[config.mk]
export PLATFORM = sky130hd
export DESIGN_NAME = k12a_state_sequencer
export DESIGN_NICKNAME = d
export VERILOG_FILES = /design/src/rtl/k12a_state_sequencer.sv
export SDC_FILE = /design/constraint.sdc
export NUM_CORES = 1
export LEC_CHECK = 0
export ABC_CLOCK_PERIOD_IN_PS = 1700
export CAP_MARGIN = 20
export CELL_PAD_IN_SITES_DETAIL_PLACEMENT = 1
export CELL_PAD_IN_SITES_GLOBAL_PLACEMENT = 2
export CORE_UTILIZATION = 24
export DETAILED_ROUTE_END_ITERATION = 12
export PLACE_DENSITY_LB_ADDON = 0.1
export SLEW_MARGIN = 10
export SYNTH_ARGS = -nofsm -noshare
export SYNTH_HDL_FRONTEND = slang
export SYNTH_SLANG_ARGS = --single-unit
[constraint.sdc]
create_clock -name cpu_clock -period 1.7 [get_ports cpu_clock]
set_clock_uncertainty 0.1 [all_clocks]
set_input_delay 0.255 -clock cpu_clock [delete_from_list [all_inputs] [get_ports cpu_clock]]
set_output_delay 0.255 -clock cpu_clock [all_outputs]
set_load 0.01 [all_outputs]
[src/rtl/k12a_state_sequencer.sv]
// k12a_state_sequencer
// Holds the CPU control-FSM state register and layers stall, flush,
// interrupt entry at instruction boundaries, per-instruction cycle counting
// and a sticky hung-instruction timeout on top of the decoder's next_state.
//
// Optional build macro: K12A_STATE_TRACE_EN
//   defined   -> a TRACE_DEPTH-entry history of state changes, read through
//                trace_rd_idx / trace_data (0 = most recent change)
//   undefined -> no trace storage, trace_data reads 0
//
// Key encodings
//   state        | meaning
//   RESET_STATE  | FETCH1; entering it after a load marks an instruction boundary
//   IRQ_STATE    | interrupt entry; replaces a boundary when irq_req is pending
//   other        | decoder-owned instruction-execution states
module k12a_state_sequencer #(
  parameter int STATE_W        = 4,
  parameter int RESET_STATE    = 0,
  parameter int IRQ_STATE      = 15,
  parameter int CNT_W          = 8,
  parameter int TIMEOUT_CYCLES = 200,
  parameter int TRACE_DEPTH    = 8,
  localparam int IDX_W         = (TRACE_DEPTH > 1) ? $clog2(TRACE_DEPTH) : 1
) (
  input  logic               cpu_clock,
  input  logic               reset_n,
  input  logic [STATE_W-1:0] next_state,
  input  logic               stall,
  input  logic               flush,
  input  logic               irq_req,
  output logic [STATE_W-1:0] state,
  output logic [STATE_W-1:0] prev_state,
  output logic               irq_ack,
  output logic               instr_boundary,
  output logic [CNT_W-1:0]   cycle_count,
  output logic               timeout,
  input  logic [IDX_W-1:0]   trace_rd_idx,
  output logic [STATE_W-1:0] trace_data
);

  localparam logic [STATE_W-1:0] RST_ENC     = STATE_W'(RESET_STATE);
  localparam logic [STATE_W-1:0] IRQ_ENC     = STATE_W'(IRQ_STATE);
  localparam logic [CNT_W-1:0]   CNT_MAX     = {CNT_W{1'b1}};
  localparam logic [CNT_W-1:0]   TIMEOUT_VAL = CNT_W'(TIMEOUT_CYCLES);

  logic               load;
  logic               take_irq;
  logic [STATE_W-1:0] load_state;
  logic               entry_load;
  logic [CNT_W-1:0]   cnt_inc;

  // Next-state selection: flush beats stall beats irq beats the decoder.
  // An irq is only taken where the decoder would have returned to FETCH1.
  always_comb begin
    load       = flush | ~stall;
    take_irq   = ~flush & ~stall & irq_req & (next_state == RST_ENC);
    load_state = next_state;
    if (flush) begin
      load_state = RST_ENC;
    end else if (take_irq) begin
      load_state = IRQ_ENC;
    end
    entry_load = load & ((load_state == RST_ENC) | (load_state == IRQ_ENC));
    cnt_inc    = (cycle_count == CNT_MAX) ? cycle_count : cycle_count + 1'b1;
  end

  // State register, entry pulses, cycle counter and sticky timeout.
  always_ff @(posedge cpu_clock or negedge reset_n) begin
    if (!reset_n) begin
      state          <= RST_ENC;
      prev_state     <= RST_ENC;
      irq_ack        <= 1'b0;
      instr_boundary <= 1'b0;
      cycle_count    <= '0;
      timeout        <= 1'b0;
    end else begin
      if (load) begin
        state      <= load_state;
        prev_state <= state;
      end
      irq_ack        <= take_irq;
      instr_boundary <= load & (load_state == RST_ENC);
      if (entry_load) begin
        cycle_count <= '0;
      end else begin
        cycle_count <= cnt_inc;
      end
      // Clear wins over a coincident set; the count is only "incremented"
      // on cycles that do not restart it.
      if (flush) begin
        timeout <= 1'b0;
      end else if (!entry_load && (cnt_inc == TIMEOUT_VAL)) begin
        timeout <= 1'b1;
      end
    end
  end

`ifdef K12A_STATE_TRACE_EN
  logic [STATE_W-1:0] trace_mem [TRACE_DEPTH];
  logic [IDX_W-1:0]   wr_ptr;
  logic               trace_wr;
  logic [IDX_W-1:0]   rd_addr;

  // Only real state changes are logged; repeat loads and stalls are not.
  always_comb begin
    trace_wr = load & (load_state != state);
    rd_addr  = wr_ptr - IDX_W'(1) - trace_rd_idx;
  end

  // Circular history buffer; cleared on reset so unwritten entries read 0.
  always_ff @(posedge cpu_clock or negedge reset_n) begin
    if (!reset_n) begin
      wr_ptr <= '0;
      for (int i = 0; i < TRACE_DEPTH; i++) begin
        trace_mem[i] <= '0;
      end
    end else if (trace_wr) begin
      trace_mem[wr_ptr] <= load_state;
      wr_ptr            <= wr_ptr + IDX_W'(1);
    end
  end

  assign trace_data = trace_mem[rd_addr];
`else
  logic unused_trace_idx;

  assign unused_trace_idx = ^trace_rd_idx;
  assign trace_data       = '0;
`endif

endmodule

# Word level (Yosys, flattened, before mapping)
# Index checks and enable logic that the tools add are counted.
# Widths: inputs -> output; s select.
[op_classes] n_addsub=1 eq_ne=3 n_mux=6 bitwise=9 reduce_logical=5
[ops] cell="$eq 8x8->1 const B" count=2
[ops] cell="$mux 8" count=2
[ops] cell="$add 8x1->8 const B" count=1
[ops] cell="$logic_not 4->1" count=2
[ops] cell="$mux 4" count=2
[ops] cell="$and 1x1->1" count=5
[ops] cell="$eq 4x4->1 const B" count=1
[ops] cell="$mux 1" count=2
[ops] cell="$not 1->1" count=2
[ops] cell="$or 1x1->1" count=2
[ops] cell="$reduce_bool 2->1" count=1
[ops] cell="$logic_and 1x1->1" count=1
[ops] cell="$logic_not 1->1" count=1
[word_totals] regBits=19 inputBits=12 output_inout_bits=23 wordCells=30

# Longest topological paths before layout
[logic_depth] depth_word=13 mapped_depth=6 depth_no_buf=5

# Least setup slack after synthesis
# Ideal clock, no wire load.
[synth_path] path_type="reg-to-reg" start="reg cycle_count[0]" end="reg timeout" setup_ns=0.067 arrival_time_ns=1.596 t_required_ns=1.533 setup_slack_ns=-0.063 path_stages_with_launch=7 path_buffers=1 synth_period_minus_slack_ns=1.763 path_cell_list="dfrtp_1 -> ha_1 -> clkbuf_1 -> or3b_2 -> nand3_1 -> o2bb2ai_1 -> a32o_1"
[synth_via] elab_chain_len=5 word_cells_on_any_way=6 classes_between="1 x add/sub; 2 x eq/ne; 1 x mux; 2 x reduce/logical"
[synth_lines] element="start: declaration" line="35" rtl="output logic [CNT_W-1:0] cycle_count,"
[synth_lines] element="start signal: assignment" line="86" rtl="cycle_count <= cnt_inc;"
[synth_lines] element="$add 8x1->8 or $eq 8x8->1 (tied branches)" line="64" rtl="cnt_inc = (cycle_count == CNT_MAX) ? cycle_count : cycle_count + 1'b1;"
[synth_lines] element="$mux 8 (*)" line="64"
[synth_lines] element="$eq 8x8->1 (*)" line="92" rtl="end else if (!entry_load && (cnt_inc == TIMEOUT_VAL)) begin"
[synth_lines] element="$logic_and 1x1->1 (*)" line="92"
[synth_lines] element="$reduce_bool 2->1 (no source line) (*)"
[synth_lines] element="end signal: assignment" line="75" rtl="timeout <= 1'b0;"
[synth_lines] element="end signal: assignment" line="91" rtl="timeout <= 1'b0;"
[synth_lines] element="end signal: assignment" line="93" rtl="timeout <= 1'b1;"
[synth_lines] element="end: declaration" line="36" rtl="output logic timeout,"
# Mark *: on every way between the ends. The rest lies on a longest branch, timed or not.
# A chain may end at the register's enable or synchronous reset.

# Worst setup path after layout
[layout_path] start="reg cycle_count[0]" end="out cycle_count[0]"
# No word-level cell between the ends.

==> results_dict.tcl <==
set metrics [dict create \
    die_w_um 66.02 \
    arrival_ps 1270 \
    fin_crit_ps 1626 \
    ios 35 \
    cts-root-buf "clkbuf_8" \
    r2r_start "cycle_count[1]$_DFF_PN0_" \
    reg2reg_depth 5 \
    synth_area_sq_um 983.4 \
    cts_inserted_buffers 3 \
    cts_sinks 19 \
    num_vias 829 \
    core_sq_um 3799 \
    rsz0062_at_grt "no" \
    n_antenna_cell 0 \
    drive_above_1_share_pct 25.37 \
    synth_flop_cell "dfrtp_1" \
    post-route-period-util_pct 95.65 \
    post_drt_wl_per_cell_um 13.63 \
    synth_warnings 0 \
    drtIter0Drc 35 \
    via_per_inst 4.555 \
    fmax_mhz 615.0 \
    hp-class "in -> async" \
    drt_pass1_iterations 4 \
    die_h_um 66.02 \
    area_growth_syn_to_layout_pct 46.95 \
    postSynthAreaPerCell_sq_um 10.69 \
    clk_path_buf_depth 2 \
    layout_commonest_cell "clkdlybuf4s50_1" \
    endpoint "cycle_count[0]" \
    p_leak_nw 0.6238 \
    setup_slack_ps 73.90 \
    grt_usage_pct 12.73 \
    path_clk_slew_ps 70 \
    critPathLaunch "cycle_count[0]$_DFF_PN0_" \
    synth-edff-count 0 \
    grt_max_degree 20 \
    setup-violations-final 0 \
    grt_overflow 0 \
    required_ps 1340 \
    hold_viol 0 \
    ys_seq_area_share_pct 48.35 \
    fp-row-count 22 \
    gp_congestion 0.7573 \
    r2r-end "timeout$_DFFE_PN0P_" \
    seqCellArea_sq_um 480.5 \
    fin_tns_setup_ps 0 \
    totalWireLength_mm 2.480 \
    final_max_slew_viol_count 0 \
    start_kind "register" \
    multi_input_area_sq_um 461.7 \
    dp_hpwl_mm 1.944 \
    cts-hold-fix-buffers 0 \
    cts-htree-levels 1 \
    grt_pass1_vias 878 \
    die_area_sq_um 4358 \
    synth_cells 92 \
    fillers 445 \
    antenna_left 0 \
    cts_tree "built" \
    critPathKind "reg -> out" \
    irDropWorstVdd_v 0.0003467 \
    fin_cells 182 \
    cp_max_fo 4 \
    drcViolationCount 0 \
    dp.cells 178 \
    rrSetupSlack_ps 100 \
    yosys_register_bits 19 \
    grt_first_pass_wirelength_mm 4.112 \
    pre_cts_slack_ps -446.8 \
    cap_violations 0 \
    synth_cell_types 36 \
    io_buffers 27 \
    initial_core_util_pct 25.89 \
    grt_antenna_before_repair 0 \
    status "completed" \
    clock_latency_ps 250 \
    nNetsFinal 148 \
    async_flop_share_pct 100.0 \
    powerDensity_nw_per_um2 681.4 \
    endpoint_kind "output port" \
    cts_post_setup_buffers_inserted 0 \
    final_cell_mix "23 x clkdlybuf4s50_1, 16 x buf_4, 15 x dfrtp_1, 7 x nor3_1, 6 x a21oi_1" \
]
## cell usage after synthesis (2+ instances only)
| library cell | instances | area share [%] |
|---|---|---|
| mux2_2 | 4 | 4.6 |
| nand4_1 | 2 | 1.3 |
| nor3_1 | 7 | 3.6 |
| nor2_1 | 5 | 1.9 |
| and2b_1 | 3 | 2.3 |
| xnor2_1 | 4 | 3.6 |
| dfrtp_1 | 19 | 48 |
| a21oi_1 | 6 | 3.1 |
| mux2i_1 | 2 | 2.0 |
| buf_4 | 5 | 3.8 |
| nor2b_1 | 2 | 1.3 |
| nand2b_1 | 2 | 1.3 |
| inv_1 | 3 | 1.1 |
| buf_2 | 2 | 1.0 |
| nand3_1 | 3 | 1.5 |
| nand2_1 | 2 | 0.76 |
| nor4b_1 | 2 | 1.8 |
## state kept, by name, summed over array words and instances (netlist names)
register	cells
timeout	1
state	4
cycle_count	8
prev_state	4
irq_ack	1
instr_boundary	1
## layout make-up
cell class	count	area share (%)
inverters	3	0.7792
well taps	48	4.156
flip-flops and latches	19	33.25
multi-input cells	65	31.95
clock buffers	4	3.117
repair buffers	43	26.75
## layer usage
| layer | global-route usage (%) | vias up | routed length, um |
|---|---|---|---|
| li1 | - | 409 | - |
| met1 | 15.98 | 405 | 1155 |
| met2 | 21.30 | 13 | 1219 |
| met3 | 2.586 | 2 | 82 |
| met4 | 4.787 | 0 | 22 |
| met5 | 0 | - | 0 |
## per-stage QoR
| step | hold slack, ps | instance area, sq um | util [%] | power, mW |
|---|---|---|---|---|
| 2_1_floorplan | -140.6 | 1012 | - | 0.5829 |
| 3_3_place_gp | 390.6 | 1401 | 36.89 | 0.6873 |
| 3_5_place_dp | 395.6 | 1401 | 36.89 | 0.6886 |
| 4_1_cts | 254.3 | 1444 | 38.01 | 1.013 |
| 5_1_grt | 244.7 | 1445 | 38.04 | 1.049 |
| 6_report | 246.3 | 1445 | 38.04 | 0.9846 |
## worst max-delay path, cell delays in order (launching register included)
cell and delay (ps):
dfrtp_2 400, buf_4 150, clkdlybuf4s50_1 470
## cell families (layout without fill, tap and decap cells)
| group | Yosys count | in the layout | share of synthesized area, % |
|---|---|---|---|
| XOR/XNOR | 5 | 5 | 4.453 |
| buffers and inverters | 11 | 50 | 6.361 |
| other | 1 | 4 | 0.3813 |
| multiplexers | 6 | 6 | 6.616 |
| adder cells (fa/ha/maj) | 1 | 1 | 1.272 |
| AND/OR/NAND/NOR | 36 | 36 | 23.66 |
| flip-flops | 19 | 19 | 48.35 |
| AO/OA/AOI/OAI | 13 | 13 | 8.907 |
## worst min path at each step
stage / startpoint / to / slack (ps) / cells past startpoint
2_1_floorplan: reset_n / cycle_count[0]$_DFF_PN0_ / -140 / 0
3_3_place_gp: prev_state[3]$_DFFE_PN0P_ / prev_state[3]$_DFFE_PN0P_ / 390 / 1
3_5_place_dp: prev_state[3]$_DFFE_PN0P_ / prev_state[3]$_DFFE_PN0P_ / 400 / 1
4_1_cts: reset_n / cycle_count[4]$_DFF_PN0_ / 250 / 2
5_1_grt: next_state[2] / irq_ack$_DFF_PN0_ / 240 / 3
6_report: reset_n / cycle_count[5]$_DFF_PN0_ / 250 / 2
## power by group
part / switching (mW) / internal (mW)
registers: 0.0152 / 0.475
logic: 0.0808 / 0.103
clock network: 0.145 / 0.166
## timing repair
action | in CTS | in global routing
gates resized for setup | 4 | 5
pin swaps | 6 | 4
gates cloned | 0 | 0
endpoints found under the setup margin | 14 | 5
No activity file was read; power rests on OpenSTA's default activity.
